**config.mk**
```make
export PLATFORM = sky130hd
export DESIGN_NAME = stopwatch_dp
export DESIGN_NICKNAME = d
export VERILOG_FILES = /design/src/rtl/stopwatch_dp.sv
export SDC_FILE = /design/constraint.sdc
export NUM_CORES = 1
export LEC_CHECK = 0
export ABC_AREA = 1
export CAP_MARGIN = 20
export CORE_UTILIZATION = 55
export DETAILED_ROUTE_END_ITERATION = 8
export GPL_ROUTABILITY_DRIVEN = 1
export PLACE_DENSITY_LB_ADDON = 0.12
export REMOVE_ABC_BUFFERS = 1
export SYNTH_ARGS = -nofsm -noshare
export SYNTH_HDL_FRONTEND = slang
export SYNTH_SLANG_ARGS = --single-unit
```
**constraint.sdc**
```tcl
create_clock -name clk -period 3.5 [get_ports clk]
set_input_delay 1.05 -clock clk [delete_from_list [all_inputs] [get_ports clk]]
set_output_delay 1.05 -clock clk [all_outputs]
set_load 0.01 [all_outputs]
```
**src/rtl/stopwatch_dp.sv**
```systemverilog
// Stopwatch time base: divides clk down to a hundredths tick and runs cascaded
// msec/sec/min/hour counters under a STOP/RUN/CLEAR controller with time-set load.
module stopwatch_dp #(
    parameter int unsigned CLK_FREQ = 100_000_000,
    parameter int unsigned TICK_HZ  = 100
) (
    input  logic       clk,
    input  logic       reset,
    input  logic       run_stop,
    input  logic       clear,
    input  logic       load,
    input  logic [5:0] set_sec,
    input  logic [5:0] set_min,
    input  logic [4:0] set_hour,
    output logic [6:0] msec,
    output logic [5:0] sec,
    output logic [5:0] min,
    output logic [4:0] hour,
    output logic       running,
    output logic       tick
);

    localparam int unsigned DivN = CLK_FREQ / TICK_HZ;
    localparam int unsigned DivW = (DivN > 1) ? $clog2(DivN) : 1;
    localparam logic [DivW-1:0] DivMax = DivW'(DivN - 1);

    typedef enum logic [1:0] {StStop, StRun, StClear} state_e;

    state_e          state_q, state_d;
    logic [DivW-1:0] div_q, div_d;
    logic [6:0]      msec_q, msec_d;
    logic [5:0]      sec_q, sec_d;
    logic [5:0]      min_q, min_d;
    logic [4:0]      hour_q, hour_d;
    logic            load_ok;

    always_ff @(posedge clk or posedge reset) begin
        if (reset) begin
            state_q <= StStop;
        end else begin
            state_q <= state_d;
        end
    end

    always_comb begin
        state_d = state_q;
        case (state_q)
            StStop: begin
                if (clear) begin
                    state_d = StClear;
                end else if (load) begin
                    state_d = StStop;
                end else if (run_stop) begin
                    state_d = StRun;
                end
            end
            StRun:   if (run_stop) state_d = StStop;
            StClear: state_d = StStop;
            default: state_d = StStop;
        endcase
    end

    // Decoded from registers only, so the FND side sees no input-to-output path.
    always_comb begin
        running = (state_q == StRun);
        tick    = (state_q == StRun) && (div_q == DivMax);
    end

    assign load_ok = (set_sec <= 6'd59) && (set_min <= 6'd59) && (set_hour <= 5'd23);

    always_comb begin
        div_d  = div_q;
        msec_d = msec_q;
        sec_d  = sec_q;
        min_d  = min_q;
        hour_d = hour_q;
        case (state_q)
            StClear: begin
                div_d  = '0;
                msec_d = '0;
                sec_d  = '0;
                min_d  = '0;
                hour_d = '0;
            end
            StStop: begin
                if (!clear && load && load_ok) begin
                    div_d  = '0;
                    msec_d = '0;
                    sec_d  = set_sec;
                    min_d  = set_min;
                    hour_d = set_hour;
                end
            end
            StRun: begin
                if (tick) begin
                    div_d = '0;
                    if (msec_q == 7'd99) begin
                        msec_d = '0;
                        if (sec_q == 6'd59) begin
                            sec_d = '0;
                            if (min_q == 6'd59) begin
                                min_d  = '0;
                                hour_d = (hour_q == 5'd23) ? 5'd0 : hour_q + 5'd1;
                            end else begin
                                min_d = min_q + 6'd1;
                            end
                        end else begin
                            sec_d = sec_q + 6'd1;
                        end
                    end else begin
                        msec_d = msec_q + 7'd1;
                    end
                end else begin
                    div_d = div_q + 1'b1;
                end
            end
            default: ;
        endcase
    end

    always_ff @(posedge clk or posedge reset) begin
        if (reset) begin
            div_q  <= '0;
            msec_q <= '0;
            sec_q  <= '0;
            min_q  <= '0;
            hour_q <= '0;
        end else begin
            div_q  <= div_d;
            msec_q <= msec_d;
            sec_q  <= sec_d;
            min_q  <= min_d;
            hour_q <= hour_d;
        end
    end

    assign msec = msec_q;
    assign sec  = sec_q;
    assign min  = min_q;
    assign hour = hour_q;

endmodule

```
# Word-level counts from Yosys, hierarchy flattened

Cells that the tools add are included.

Output and inout port bits: 26
Bits in registers: 46
Bits of input ports: 22
Word-level logic and storage cells: 72

Reduce and logical (&&, ||, !) cells: 14
Mux-type cells: 30
Add/subtract/negate cells: 5
Eq/ne operators: 14
Magnitude comparators: 3

Operators with widths:

| operator                | count |
|---|---|
| $pmux W20 S3            | 1 |
| $mux W6                 | 9 |
| $mux W20                | 2 |
| $pmux W6 S3             | 2 |
| $mux W5                 | 6 |
| $mux W7                 | 3 |
| $pmux W7 S3             | 1 |
| $add A20 B1 Y20 const B | 1 |
| $eq A20 B20 Y1 const B  | 1 |
| $pmux W5 S3             | 1 |
| $add A6 B1 Y6 const B   | 2 |
| $eq A6 B6 Y1 const B    | 2 |
| $le A6 B6 Y1 const B    | 2 |
| $mux W2                 | 4 |
| $ne A2 B1 Y1 const B    | 4 |
| $add A7 B1 Y7 const B   | 1 |
| $eq A7 B7 Y1 const B    | 1 |
| $reduce_and A6 Y1       | 1 |
| $add A5 B1 Y5 const B   | 1 |
| $eq A5 B5 Y1 const B    | 1 |
| $le A5 B5 Y1 const B    | 1 |
| $logic_and A1 B1 Y1     | 5 |
| $reduce_and A5 Y1       | 1 |
| $ne A2 B2 Y1 const B    | 2 |
| other kinds (10)        | 11 |

# Longest topological paths before layout

Gate-level depths: netlist of run 1.

Depth after elaboration: 7
Mapped depth: 10
Mapped depth without buffers: 10

# Worst setup path before layout of run 1

Ideal clock, no wire load.

Kind: reg-to-output
Start point: reg div_q[0]
End point: out tick
Stages on the path, launching flop included: 6
Slack: 1.362 ns
Data arrival time: 1.088 ns
Path buffers: 0
Required time: 2.450 ns
Path through: dfrtp_1 ha_1 nand3_2 nor2_4 nand4_1 inv_1

Longest elaborated chain between the ends: 2

Ends and longest elaborated chain:

| element                | line | RTL |
|---|---|---|
| from (decl)            | 30   | `logic [DivW-1:0] div_q, div_d;` |
| from (signal assigned) | 129  | `div_q <= div_d;` |
| $eq A20 B20 Y1         | 66   | `tick = (state_q == StRun) && (div_q == DivMax);` |
| $logic_and A1 B1 Y1    | 66   |  |
| to (decl)              | 20   | `output logic tick` |

Every way passes these cells.

# Worst setup path in the final report of run 1

Same ends and word-level chain as after synthesis.

==> results of run 1 <==
cells by family after synthesis:
family / after synthesis
adders and majority gates: 5
and+or+nand+nor: 251
buffers and inverters: 57
xor gates and xnor gates: 12
DFF: 46
AOI/OAI and AO/OA: 53
worst max path at each step:
stage / to / slack [ns] / cells past startpoint / from
3_5_place_dp: hour[1] / 0.66 / 10 / clear
4_1_cts: tick / 0.40 / 6 / div_q[0]
2_1_floorplan: hour[0] / 0.90 / 8 / clear
6_report: tick / 0.40 / 6 / div_q[0]
3_3_place_gp: sec[5] / 0.73 / 11 / clear
5_1_grt: tick / 0.28 / 6 / div_q[0]
sequential cells by signal, indices dropped and copies added (netlist names):
name / cells
div_q: 20
msec: 7
min: 6
sec: 6
hour: 5
state_q: 2
worst max-delay path, stage by stage (launching register included):
cell,delay (ns)
sky130_fd_sc_hd__dfrtp_1,0.40
sky130_fd_sc_hd__ha_1,0.24
sky130_fd_sc_hd__nand3_2,0.16
sky130_fd_sc_hd__nor2_4,0.17
sky130_fd_sc_hd__nand4_1,0.15
sky130_fd_sc_hd__inv_1,0.10
sky130_fd_sc_hd__clkdlybuf4s50_1,0.53
per-layer routing:
layer,track usage,wire (um)
met5,0,0
met4,0.1327,234
met3,0.03952,487
met2,0.4703,3737
met1,0.3598,3304
through the flow:
stage               instances  power (mW)  utilization  setup WS (ns)
floorplan                 413      0.9104            -         0.8986
global placement          534       1.123       0.6825         0.7336
detailed placement        534       1.136       0.6825         0.6633
CTS                       542       1.537       0.7036         0.3957
global route              542       1.620       0.7036         0.2804
finish                    542       1.533       0.7036         0.4016
where the power goes:
group | total (mW) | leakage (nW) | switching, mW | internal (mW)
Clock | 0.402 | 0.0514 | 0.189 | 0.213
Combinational | 0.441 | 1.00 | 0.229 | 0.213
Sequential | 0.689 | 0.620 | 0.0955 | 0.594
Total | 1.53 | 1.67 | 0.514 | 1.02
layout by cell type, fill, tap and decap left out, drive strengths merged:
| cell | n |
|---|---|
| or2 | 4 |
| nand4 | 27 |
| o31ai | 2 |
| clkinv | 3 |
| a21oi | 3 |
| bufinv | 1 |
| clkinvlp | 1 |
| o211ai | 1 |
| a21boi | 1 |
| xor2 | 10 |
| nand3b | 5 |
| clkbuf | 6 |
| xnor2 | 2 |
| ha | 5 |
| nor2 | 35 |
| a21o | 2 |
| o21ai | 35 |
| inv | 43 |
| dfrtp | 46 |
| nor3 | 9 |
| nand3 | 30 |
| buf | 4 |
| o22ai | 4 |
| o21bai | 2 |
| clkdlybuf4s50 | 47 |
| a22o | 3 |
| nand2 | 141 |
cell type report:
class,instances,area (um2)
fillers,469,1543
multi-input cells,321,1640
inverters,46,172.7
clock buffers,6,72.57
well taps,70,87.58
repair buffers,51,500.5
flip-flops and latches,46,1151
clock inverters,2,37.54
==> results by group, run 1 <==
Worst setup path
  • Crit. End Element: primary output
  • Critical path required time: 2.45 ns
  • CP Data Arrival Time: 2.05 ns
  • Sort of element at the start of the critical path: flop
  • Crit path max fanout: 4
  • Reg-to-reg startpoint: div_q[0]
  • Terminus of the critical flop-to-flop path: sec[0]
  • R2R cell count: 8
  • Type of the worst setup path: reg -> out
  • FF-to-FF setup slack: 1.45 ns

Layout
  • Share of post-route cells with drive strength above 1: 0.06780
  • Antenna Cells: 0
  • Final design area excluding fillers: 0.003662 mm2
  • Area growth from synthesis to layout: 20.70%
  • Fin nets: 498

Min path
  • Sink of the worst hold path: state_q[1]
  • Number of cells traversed by the worst hold path: 3
  • HP Class: reg -> reg
  • Min-Delay Startpoint: state_q[1]

Timing
  • Final setup violation count: 0
  • Worst hold margin: 0.5393 ns
  • Final Hold Fails: 0
  • Sum of negative setup slack: 0 ns
  • Shortest period the worst path allows: 3.098 ns
  • Fin Clk Skew: 0.006063 ns
  • Final Cycle Share: 0.8852
  • Highest achievable clock rate: 0.3228 GHz
  • Count of pins over their slew limit: 0
  • Transition time at the pin with the least slew margin: 0.5853 ns
  • Worst max-slew margin expressed relative to the limit: 0.6094
  • RSZ-0062 raised after global routing: false

Clock tree
  • Clock tree root buffer cell: sky130_fd_sc_hd__clkbuf_8
  • Post-CTS resize count: 0
  • CTS Sinks: 46
  • Number of buffers inserted to repair setup after CTS: 0
  • Clock transition at the registers of the reported paths: 0.08 ns
  • # H-tree levels: 2
  • Worst-skew pair later-pin latency: 0.31 ns
  • Clock Tree Buf Depth: 2
  • Number of CTS-inserted buffers: 5
  • Clock tree from TritonCTS: yes
  • Number of buffers inserted for hold repair after clock tree synthesis: 0

Global routing
  • Number of global-route vias before repair: 2852
  • Largest net degree at the start of global routing: 47
  • Global-route usage over all layers: 0.2817
  • Total global routing overflow: 0
  • Antenna violations before repair: 0
  • First-pass GRT wire length: 13.17 mm

Routing
  • Routed length per instance: 14.32 um
  • Remaining design rule violation count: 0
  • Initial drt markers: 181
  • Detailed-route via count: 3059
  • Length of the first detailed-routing pass in iterations: 8
  • Number of nets with antenna violations after routing: 0
  • Routed wire length: 7.764 mm
  • Via density: 5.644

Flow run
  • Max Cap Violations: 0

Synthesis
  • Share of the synthesized netlist area taken by xor and xnor gates: 0.03464
  • Yosys cell types: 36
  • Sequential area share after synthesis: 0.3794
  • Post-synth top area share: 0.3794
  • Area contributors post-synth: sky130_fd_sc_hd__dfrtp_1 38%, sky130_fd_sc_hd__nand2_1 17%, sky130_fd_sc_hd__nand4_1 5.4%, sky130_fd_sc_hd__inv_1 5.3%, sky130_fd_sc_hd__nand3_1 4.6%
  • Yosys warns: 0
  • Cell types with the highest counts after synthesis: 137 x sky130_fd_sc_hd__nand2_1, 46 x sky130_fd_sc_hd__dfrtp_1, 43 x sky130_fd_sc_hd__inv_1
  • FFs w/ async S/R, synth: 1.000
  • Number of enable-type register cells in the synthesized netlist: 0
  • Cell taking the most area after synthesis: sky130_fd_sc_hd__dfrtp_1
  • Synth Instances: 424
  • Share of the synthesized area in compound gates (AO/OA/AOI/OAI): 0.1019
  • Multiplexer area fraction after synthesis: 0
  • Arithmetic-cell share of the synthesized area counting full adders, half adders and majority gates: 0.02062
  • Library cell with the highest instance count after synthesis: sky130_fd_sc_hd__nand2_1
  • Dominant combinational cell family by area after synthesis: simple AND/OR/NAND/NOR gates
  • Leading register cell type out of synthesis: sky130_fd_sc_hd__dfrtp_1
  • Post-Synthesis Cell Area: 0.003034 mm2
  • Synth Register Bits: 46
  • Simple logic cell fraction of the synthesized area: 0.3835
  • Syn_area_per_cell: 7.156 um2

Floorplanning
  • Die Wd: 76.28 um
  • Standard cell core area: 0.005205 mm2
  • Floorplan die height: 76.28 um
  • Number of core rows: 26
  • Area of the die: 0.005818 mm2
  • I/O pin cnt: 48
  • Initial core utilization: 0.5829

Placed design
  • Placement-stage cell area: 0.003552 mm2
  • Number of port buffers: 47
  • Post-detail-place hpwl: 5.627 mm
  • Global placer's final weighted congestion: 0.9118

Pwr
  • Power Dens Cells: 418.6 mW/mm2
  • Max rail drop VDD: 0.2405 mV
  • Leakage power: 1.671 nW

Run status
  • Result of the run: finished, final reports clean
Note: power is estimated with default switching activity, not from simulation.
==> run 2: changes to the inputs <==
--- a/config.mk
+++ b/config.mk
@@ -5,7 +5,6 @@
 export SDC_FILE = /design/constraint.sdc
 export NUM_CORES = 1
 export LEC_CHECK = 0
-export ABC_AREA = 1
 export CAP_MARGIN = 20
 export CORE_UTILIZATION = 55
 export DETAILED_ROUTE_END_ITERATION = 8
==> run 2 against run 1 <==
Net effect: cell area down 4.4%; area after synthesis down 7.4%; routed wire length shrank 5.9%; sequential power about the same; flip-flop and latch count unchanged; highest routed layer unchanged; setup slack worse by 0.30 ns; core utilization up 2.3 points; total power fell by 3.3%; sequential share of layout area is 1.5 points higher; critical path type unchanged; clock skew up 0.0042 ns; critical path depth decreased by 2; die area is 7.2% lower.
==> results by group, run 2 <==
Floorplanning
  • Area of the die: 0.005397 mm2 (was 0.005818 mm2)
  • Die Wd: 73.47 um (was 76.28 um)
  • Initial core utilization: 0.5831 (was 0.5829)
  • Number of core rows: 25 (was 26)
  • Standard cell core area: 0.004817 mm2 (was 0.005205 mm2)
  • Floorplan die height: 73.47 um (was 76.28 um)
  • I/O pin cnt: 48 (unchanged)

Worst setup path
  • CP Data Arrival Time: 2.35 ns (was 2.05 ns)
  • Worst path depth: 4 (was 6)
  • Count of buffering cells on the critical path with inverters included: 1 (was 2)
  • Category of cells accounting for the largest share of critical-path delay: simple AND/OR/NAND/NOR gates (was buffers and inverters)
  • Crit-path cells: or4b_4, nor4_4, and4_2, clkdlybuf4s50_1 (was ha_1, nand3_2, nor2_4, nand4_1, inv_1, clkdlybuf4s50_1)
  • Type of the worst setup path: reg -> out (unchanged)
  • R2R cell count: 7 (was 8)
  • Critical path required time: 2.45 ns (about the same)
  • Crit. End Element: primary output (unchanged)
  • Crit path max fanout: 6 (was 4)
  • Slowest cell delay on critical path: 0.54 ns (was 0.53 ns)
  • Sort of element at the start of the critical path: flop (unchanged)
  • CP max-delay cell: sky130_fd_sc_hd__clkdlybuf4s50_1 (unchanged)

Clock tree
  • CTS Sinks: 46 (unchanged)
  • Number of CTS-inserted buffers: 5 (unchanged)
  • Clock Tree Buf Depth: 2 (unchanged)
  • Worst-skew pair later-pin latency: 0.31 ns (about the same)
  • # H-tree levels: 2 (unchanged)
  • Clock tree from TritonCTS: yes (unchanged)
  • Number of buffers inserted for hold repair after clock tree synthesis: 0 (unchanged)
  • Clock transition at the registers of the reported paths: 0.09 ns (was 0.08 ns)
  • Clock tree root buffer cell: sky130_fd_sc_hd__clkbuf_8 (unchanged)

Pwr
  • Portion of total power attributed to sequential cells: 0.464 (was 0.450)
  • Max rail drop VDD: 0.2607 mV (was 0.2405 mV)
  • Share of total power in combinational logic: 0.265 (was 0.288)
  • Internal power summed over all cells: 1.015 mW (was 1.019 mW)
  • Leakage power: 1.397 nW (was 1.671 nW)
  • Switching share of total power: 0.3149 (was 0.3350)
  • Reported net switching power: 0.4666 mW (was 0.5136 mW)
  • Power Dens Cells: 423.5 mW/mm2 (was 418.6 mW/mm2)
  • Clock Power Share: 0.271 (was 0.263)

Synthesis
  • Synth Instances: 313 (was 424)
  • Yosys cell types: 57 (was 36)
  • Post-Synthesis Cell Area: 0.002809 mm2 (was 0.003034 mm2)
  • Synth Register Bits: 46 (unchanged)
  • Syn_area_per_cell: 8.974 um2 (was 7.156 um2)
  • Post-synth top area share: 0.4098 (was 0.3794)
  • Sequential area share after synthesis: 0.4098 (was 0.3794)
  • Cell types with the highest counts after synthesis: 46 x sky130_fd_sc_hd__dfrtp_1, 28 x sky130_fd_sc_hd__nand2_1, 28 x sky130_fd_sc_hd__o21ai_0 (was 137 x sky130_fd_sc_hd__nand2_1, 46 x sky130_fd_sc_hd__dfrtp_1, 43 x sky130_fd_sc_hd__inv_1)
  • Library cell with the highest instance count after synthesis: sky130_fd_sc_hd__dfrtp_1 (was sky130_fd_sc_hd__nand2_1)
  • Leading register cell type out of synthesis: sky130_fd_sc_hd__dfrtp_1 (unchanged)
  • FFs w/ async S/R, synth: 1.000 (unchanged)
  • Number of enable-type register cells in the synthesized netlist: 0 (unchanged)
  • Yosys warns: 0 (unchanged)
  • Cell taking the most area after synthesis: sky130_fd_sc_hd__dfrtp_1 (unchanged)
  • Area contributors post-synth: sky130_fd_sc_hd__dfrtp_1 41%, sky130_fd_sc_hd__o21ai_0 5.0%, sky130_fd_sc_hd__a21oi_1 4.1%, sky130_fd_sc_hd__nand2_1 3.7%, sky130_fd_sc_hd__xnor2_1 3.1% (was sky130_fd_sc_hd__dfrtp_1 38%, sky130_fd_sc_hd__nand2_1 17%, sky130_fd_sc_hd__nand4_1 5.4%, sky130_fd_sc_hd__inv_1 5.3%, sky130_fd_sc_hd__nand3_1 4.6%)

Routing
  • Length of the first detailed-routing pass in iterations: 4 (was 8)
  • Detailed-route via count: 2735 (was 3059)
  • Routed length per instance: 16.84 um (was 14.32 um)
  • Via density: 6.302 (was 5.644)
  • Routed wire length: 7.309 mm (was 7.764 mm)
  • Number of nets with antenna violations after routing: 0 (unchanged)
  • Remaining design rule violation count: 0 (unchanged)
  • Initial drt markers: 235 (was 181)

Global routing
  • First-pass GRT wire length: 12.10 mm (was 13.17 mm)
  • Largest net degree at the start of global routing: 23 (was 47)
  • Global-route usage over all layers: 0.2915 (was 0.2817)
  • Antenna violations before repair: 0 (unchanged)
  • Number of global-route vias before repair: 2582 (was 2852)
  • Total global routing overflow: 0 (unchanged)

Layout
  • Most used cells in the layout excluding fill and tap cells: 47 x sky130_fd_sc_hd__clkdlybuf4s50_1, 45 x sky130_fd_sc_hd__dfrtp_1, 28 x sky130_fd_sc_hd__nand2_1, 28 x sky130_fd_sc_hd__o21ai_0 (was 137 x sky130_fd_sc_hd__nand2_1, 47 x sky130_fd_sc_hd__clkdlybuf4s50_1, 46 x sky130_fd_sc_hd__dfrtp_1)
  • Fill cell instance count of the final layout: 392 (was 469)
  • Commonest non-fill, non-tap cell in the layout: sky130_fd_sc_hd__clkdlybuf4s50_1 (was sky130_fd_sc_hd__nand2_1)
  • Seq. cell area: 0.001152 mm2 (was 0.001151 mm2)
  • Register containing the most flip-flops in the final layout: div_q (unchanged)
  • Cell Count, Final, Fillers Out: 434 (was 542)
  • Share of post-route cells with drive strength above 1: 0.09264 (was 0.06780)
  • Number of flip-flops under the largest register name: 20 (unchanged)
  • Area taken by multi-input logic gates: 0.001559 mm2 (was 0.001640 mm2)
  • Fin nets: 393 (was 498)
  • Antenna Cells: 0 (unchanged)
  • Area growth from synthesis to layout: 24.59% (was 20.70%)

Run status
  • Result of the run: finished, final reports clean (unchanged)

Placed design
  • Post-detail-place hpwl: 5.204 mm (was 5.627 mm)
  • Number of placed instances with taps included: 425 (was 534)
  • Global placer's final weighted congestion: 0.8710 (was 0.9118)
  • Number of port buffers: 47 (unchanged)

Timing
  • Final setup violation count: 0 (unchanged)
  • Count of pins over their slew limit: 0 (unchanged)
  • Fin Clk Skew: 0.01023 ns (was 0.006063 ns)
  • RSZ-0062 raised after global routing: false (unchanged)
  • Transition time at the pin with the least slew margin: 0.8984 ns (was 0.5853 ns)
  • Highest achievable clock rate: 0.2939 GHz (was 0.3228 GHz)
  • Sum of negative setup slack: 0 ns (unchanged)
  • Final Hold Fails: 0 (unchanged)
  • Shortest period the worst path allows: 3.403 ns (was 3.098 ns)
  • Final Cycle Share: 0.9723 (was 0.8852)
  • Worst max-slew margin expressed relative to the limit: 0.4011 (was 0.6094)

Min path
  • Number of cells traversed by the worst hold path: 1 (was 3)
  • HP Class: reg -> reg (unchanged)

Flow run
  • Max Cap Violations: 0 (unchanged)
## run 2: changes by cell type after synthesis, sizes merged, moves of 7 or more
cell,change
nand4,-21
xnor2,+8
a21oi,+20
clkbuf,+7
xor2,-10
buf,-7
nand2,-113
nand3,-14
inv,-32
nor2,-12
## run 2: worst paths after layout
| check | from | end | slack [ns] |
|---|---|---|---|
| min reg2reg | div_q[7] | div_q[7] | 0.53 |
| max in group asynchronous | reset | div_q[12] | 1.93 |
| min in group asynchronous | reset | msec[4] | 0.97 |
| max reg2reg | state_q[1] | min[0] | 1.11 |
| max | div_q[12] | tick | 0.1 |
| min | div_q[7] | div_q[7] | 0.53 |
## run 2: final cells by class
cell class                      instances  share of cell area
Inverter                               13             0.01394
Clock inverter                          2             0.01073
Tap cell                               67             0.02395
Timing Repair Buffer                   57              0.1559
Clock buffer                            6             0.02074
Multi-Input combinational cell        243              0.4455
Sequential cell                        46              0.3293
## run 2: logic make-up (layout without fill, tap and decap cells)
family | Yosys count | count (layout) | synth area share
compound gates | 96 | 96 | 0.2156
xor+xnor | 10 | 10 | 0.03118
fa+ha+maj | 5 | 5 | 0.02227
buf+inv | 24 | 78 | 0.03518
flops | 46 | 46 | 0.4098
mux | 8 | 8 | 0.03474
simple gates | 124 | 124 | 0.2512
## run 2: repair_timing
item	CTS	global route
resized for setup	0	1
endpoints found under the setup margin	0	1
setup buffers	0	1
## run 2: power groups by stage
stage	clock network, mW	logic, mW	registers, mW
floorplan	0	0.183	0.698
global placement	0	0.383	0.693
detailed placement	0	0.391	0.693
CTS	0.404	0.394	0.684
global route	0.429	0.431	0.698
finish	0.401	0.393	0.687
## run 2: per-stage QoR
| stage | hold WS (ns) | area (um2) | power, mW | utilization | setup slack [ns] |
|---|---|---|---|---|---|
| final | 0.5302 | 3500 | 1.482 | 0.7265 | 0.09705 |
| after CTS | 0.5230 | 3491 | 1.483 | 0.7247 | 0.07651 |
| after floorplan | 0.4675 | 2759 | 0.8808 | - | 0.8546 |
| after detailed placement | 0.5090 | 3381 | 1.084 | 0.7018 | 0.3746 |
| after global placement | 0.4918 | 3381 | 1.076 | 0.7018 | 0.4377 |
| after global routing | 0.5416 | 3500 | 1.558 | 0.7265 | 0.01289 |
## run 2: layer usage
| layer | part of all wire | vias up | wire length (um) | track usage |
|---|---|---|---|---|
| met1 | 0.45 | 1335 | 3256 | 0.3921 |
| li1 | - | 1281 | - | - |
| met3 | 0.053 | 16 | 387 | 0.04390 |
| met5 | 0 | - | 0 | 0 |
| met2 | 0.48 | 103 | 3512 | 0.4720 |
| met4 | 0.021 | 0 | 153 | 0.1154 |
==> run 3: changes to the inputs <==
--- a/config.mk
+++ b/config.mk
@@ -11,6 +11,7 @@
 export GPL_ROUTABILITY_DRIVEN = 1
 export PLACE_DENSITY_LB_ADDON = 0.12
 export REMOVE_ABC_BUFFERS = 1
+export SETUP_SLACK_MARGIN = 0.05
 export SYNTH_ARGS = -nofsm -noshare
 export SYNTH_HDL_FRONTEND = slang
 export SYNTH_SLANG_ARGS = --single-unit
==> run 3 against run 2 <==
Net effect: combinational power is essentially flat; sequential share of layout area shrank 0.16 points; final cell count grew 0.46%; flip-flop and latch count is the same; sequential power is essentially flat; total power grew 0.19%; cell area grew 0.50%; worst hold slack gained 0.0015 ns; via count grew 2.1%; die area is the same; clock skew grew 0.0017 ns; critical path type unchanged; critical endpoint unchanged; largest power group unchanged.
==> results by group, run 3 (synthesis gave the netlist of run 2 again) <==
Floorplanning
  • Number of core rows: 25 (unchanged)
  • Die Wd: 73.47 um (unchanged)
  • Floorplan die height: 73.47 um (unchanged)
  • Area of the die: 0.005397 mm2 (unchanged)
  • Initial core utilization: 0.5831 (unchanged)
  • I/O pin cnt: 48 (unchanged)
  • Standard cell core area: 0.004817 mm2 (unchanged)

Layout
  • Number of flip-flops under the largest register name: 20 (unchanged)
  • Most used cells in the layout excluding fill and tap cells: 46 x sky130_fd_sc_hd__clkdlybuf4s50_1, 45 x sky130_fd_sc_hd__dfrtp_1, 28 x sky130_fd_sc_hd__nand2_1, 28 x sky130_fd_sc_hd__o21ai_0 (was 47 x sky130_fd_sc_hd__clkdlybuf4s50_1, 45 x sky130_fd_sc_hd__dfrtp_1, 28 x sky130_fd_sc_hd__nand2_1, 28 x sky130_fd_sc_hd__o21ai_0)
  • Register containing the most flip-flops in the final layout: div_q (unchanged)
  • Fin nets: 395 (was 393)
  • Area growth from synthesis to layout: 25.21% (was 24.59%)
  • Cell Count, Final, Fillers Out: 436 (was 434)
  • Utilization after layout: 0.7301 (was 0.7265)
  • Antenna Cells: 0 (unchanged)
  • Fill cell instance count of the final layout: 387 (was 392)
  • Share of post-route cells with drive strength above 1: 0.09756 (was 0.09264)
  • Commonest non-fill, non-tap cell in the layout: sky130_fd_sc_hd__clkdlybuf4s50_1 (unchanged)

Timing
  • Sum of negative setup slack: 0 ns (unchanged)
  • Final setup violation count: 0 (unchanged)
  • Final Cycle Share: 0.8641 (was 0.9723)
  • Count of pins over their slew limit: 0 (unchanged)
  • Highest achievable clock rate: 0.3306 GHz (was 0.2939 GHz)
  • Worst hold margin: 0.5317 ns (was 0.5302 ns)
  • RSZ-0062 raised after global routing: false (unchanged)
  • Shortest period the worst path allows: 3.024 ns (was 3.403 ns)
  • Worst max-slew margin expressed relative to the limit: 0.3829 (was 0.4011)
  • Final Hold Fails: 0 (unchanged)
  • Fin Clk Skew: 0.01190 ns (was 0.01023 ns)
  • Transition time at the pin with the least slew margin: 0.9256 ns (was 0.8984 ns)

Pwr
  • Leakage power: 1.427 nW (was 1.397 nW)
  • Max rail drop VDD: 0.2622 mV (was 0.2607 mV)
  • Power Dens Cells: 422.2 mW/mm2 (was 423.5 mW/mm2)

Clock tree
  • CTS Sinks: 46 (unchanged)
  • Number of CTS-inserted buffers: 5 (unchanged)
  • Clock Tree Buf Depth: 2 (unchanged)
  • # H-tree levels: 2 (unchanged)
  • Clock tree from TritonCTS: yes (unchanged)
  • Clock tree root buffer cell: sky130_fd_sc_hd__clkbuf_8 (unchanged)
  • Worst-skew pair later-pin latency: 0.31 ns (about the same)
  • Number of buffers inserted for hold repair after clock tree synthesis: 0 (unchanged)
  • Clock transition at the registers of the reported paths: 0.09 ns (about the same)

Routing
  • Number of nets with antenna violations after routing: 0 (unchanged)
  • Remaining design rule violation count: 0 (unchanged)
  • Length of the first detailed-routing pass in iterations: 5 (was 4)
  • Via density: 6.404 (was 6.302)
  • Routed wire length: 7.397 mm (was 7.309 mm)
  • Initial drt markers: 219 (was 235)
  • Detailed-route via count: 2792 (was 2735)
  • Routed length per instance: 16.97 um (was 16.84 um)

Run status
  • Result of the run: finished, final reports clean (unchanged)

Placed design
  • Post-detail-place hpwl: 5.204 mm (unchanged)
  • Global placer's final weighted congestion: 0.8710 (unchanged)
  • Number of port buffers: 47 (unchanged)
  • Number of placed instances with taps included: 425 (unchanged)

Worst setup path
  • Critical path required time: 2.45 ns (about the same)
  • Type of the worst setup path: reg -> out (unchanged)
  • Crit path max fanout: 3 (was 6)
  • Sort of element at the start of the critical path: flop (unchanged)
  • Crit. End Element: primary output (unchanged)
  • CP Data Arrival Time: 1.97 ns (was 2.35 ns)

Global routing
  • Largest net degree at the start of global routing: 23 (unchanged)
  • Total global routing overflow: 0 (unchanged)
  • First-pass GRT wire length: 12.10 mm (unchanged)
  • Antenna violations before repair: 0 (unchanged)
  • Number of global-route vias before repair: 2582 (unchanged)
  • Global-route usage over all layers: 0.2915 (unchanged)

Flow run
  • Max Cap Violations: 0 (unchanged)

Min path
  • HP Class: reg -> reg (unchanged)
run 3: cell count changes in the layout (fill, tap and decap cells not counted):
cell / previous run / this run
sky130_fd_sc_hd__clkdlybuf4s50_1: 47 / 46
sky130_fd_sc_hd__dlymetal6s2s_1: 0 / 1
sky130_fd_sc_hd__buf_4: 10 / 12
run 3: area by class of cell:
cell class                      count  area, um2  area share
Timing Repair Buffer               59      563.0      0.1601
Clock inverter                      2      37.54     0.01067
Sequential cell                    46       1152      0.3276
Inverter                           13      48.80     0.01387
Multi-Input combinational cell    243       1559      0.4433
Clock buffer                        6      72.57     0.02063
Tap cell                           67      83.83     0.02383
run 3: per-layer routing:
| layer | share of wire | vias to the layer above | GRT usage |
|---|---|---|---|
| met5 | 0 | - | 0 |
| met4 | 0.019 | 0 | 0.1154 |
| met3 | 0.072 | 16 | 0.04390 |
| met2 | 0.47 | 146 | 0.4720 |
| met1 | 0.43 | 1342 | 0.3921 |
| li1 | - | 1288 | - |
run 3: final timing paths:
path	slack (ns)	end	from	cells past startpoint
min in group asynchronous	0.97	div_q[16]	reset	2
max in group asynchronous	1.93	div_q[12]	reset	3
hold reg to reg	0.53	div_q[7]	div_q[7]	1
hold / removal	0.53	div_q[7]	div_q[7]	1
setup reg to reg	1.11	min[0]	state_q[1]	7
setup / recovery	0.48	tick	div_q[6]	4
run 3: critical path, cell delays in order, from the launching register on:
cell and delay (ns):
sky130_fd_sc_hd__dfrtp_1 0.41, sky130_fd_sc_hd__or4b_4 0.56, sky130_fd_sc_hd__nor4_4 0.27, sky130_fd_sc_hd__and4_2 0.26
sky130_fd_sc_hd__dlymetal6s2s_1 0.16
run 3: repair_timing:
action / 4_1_cts / 5_1_grt
endpoints found under the setup margin: 0 / 1
gates resized for setup: 0 / 2
buffers inserted: 0 / 3
run 3: power by group:
group	leakage [nW]	switching, mW	internal [mW]
registers	0.618	0.0926	0.594
logic	0.757	0.186	0.208
clock network	0.0514	0.190	0.213
run 3: metrics by stage:
stage | area (um2) | power [mW] | setup slack [ns]
5_1_grt | 3517 | 1.559 | 0.3813
3_3_place_gp | 3381 | 1.076 | 0.4377
4_1_cts | 3491 | 1.483 | 0.07651
3_5_place_dp | 3381 | 1.084 | 0.3746
2_1_floorplan | 2759 | 0.8808 | 0.8546
6_report | 3517 | 1.485 | 0.4755
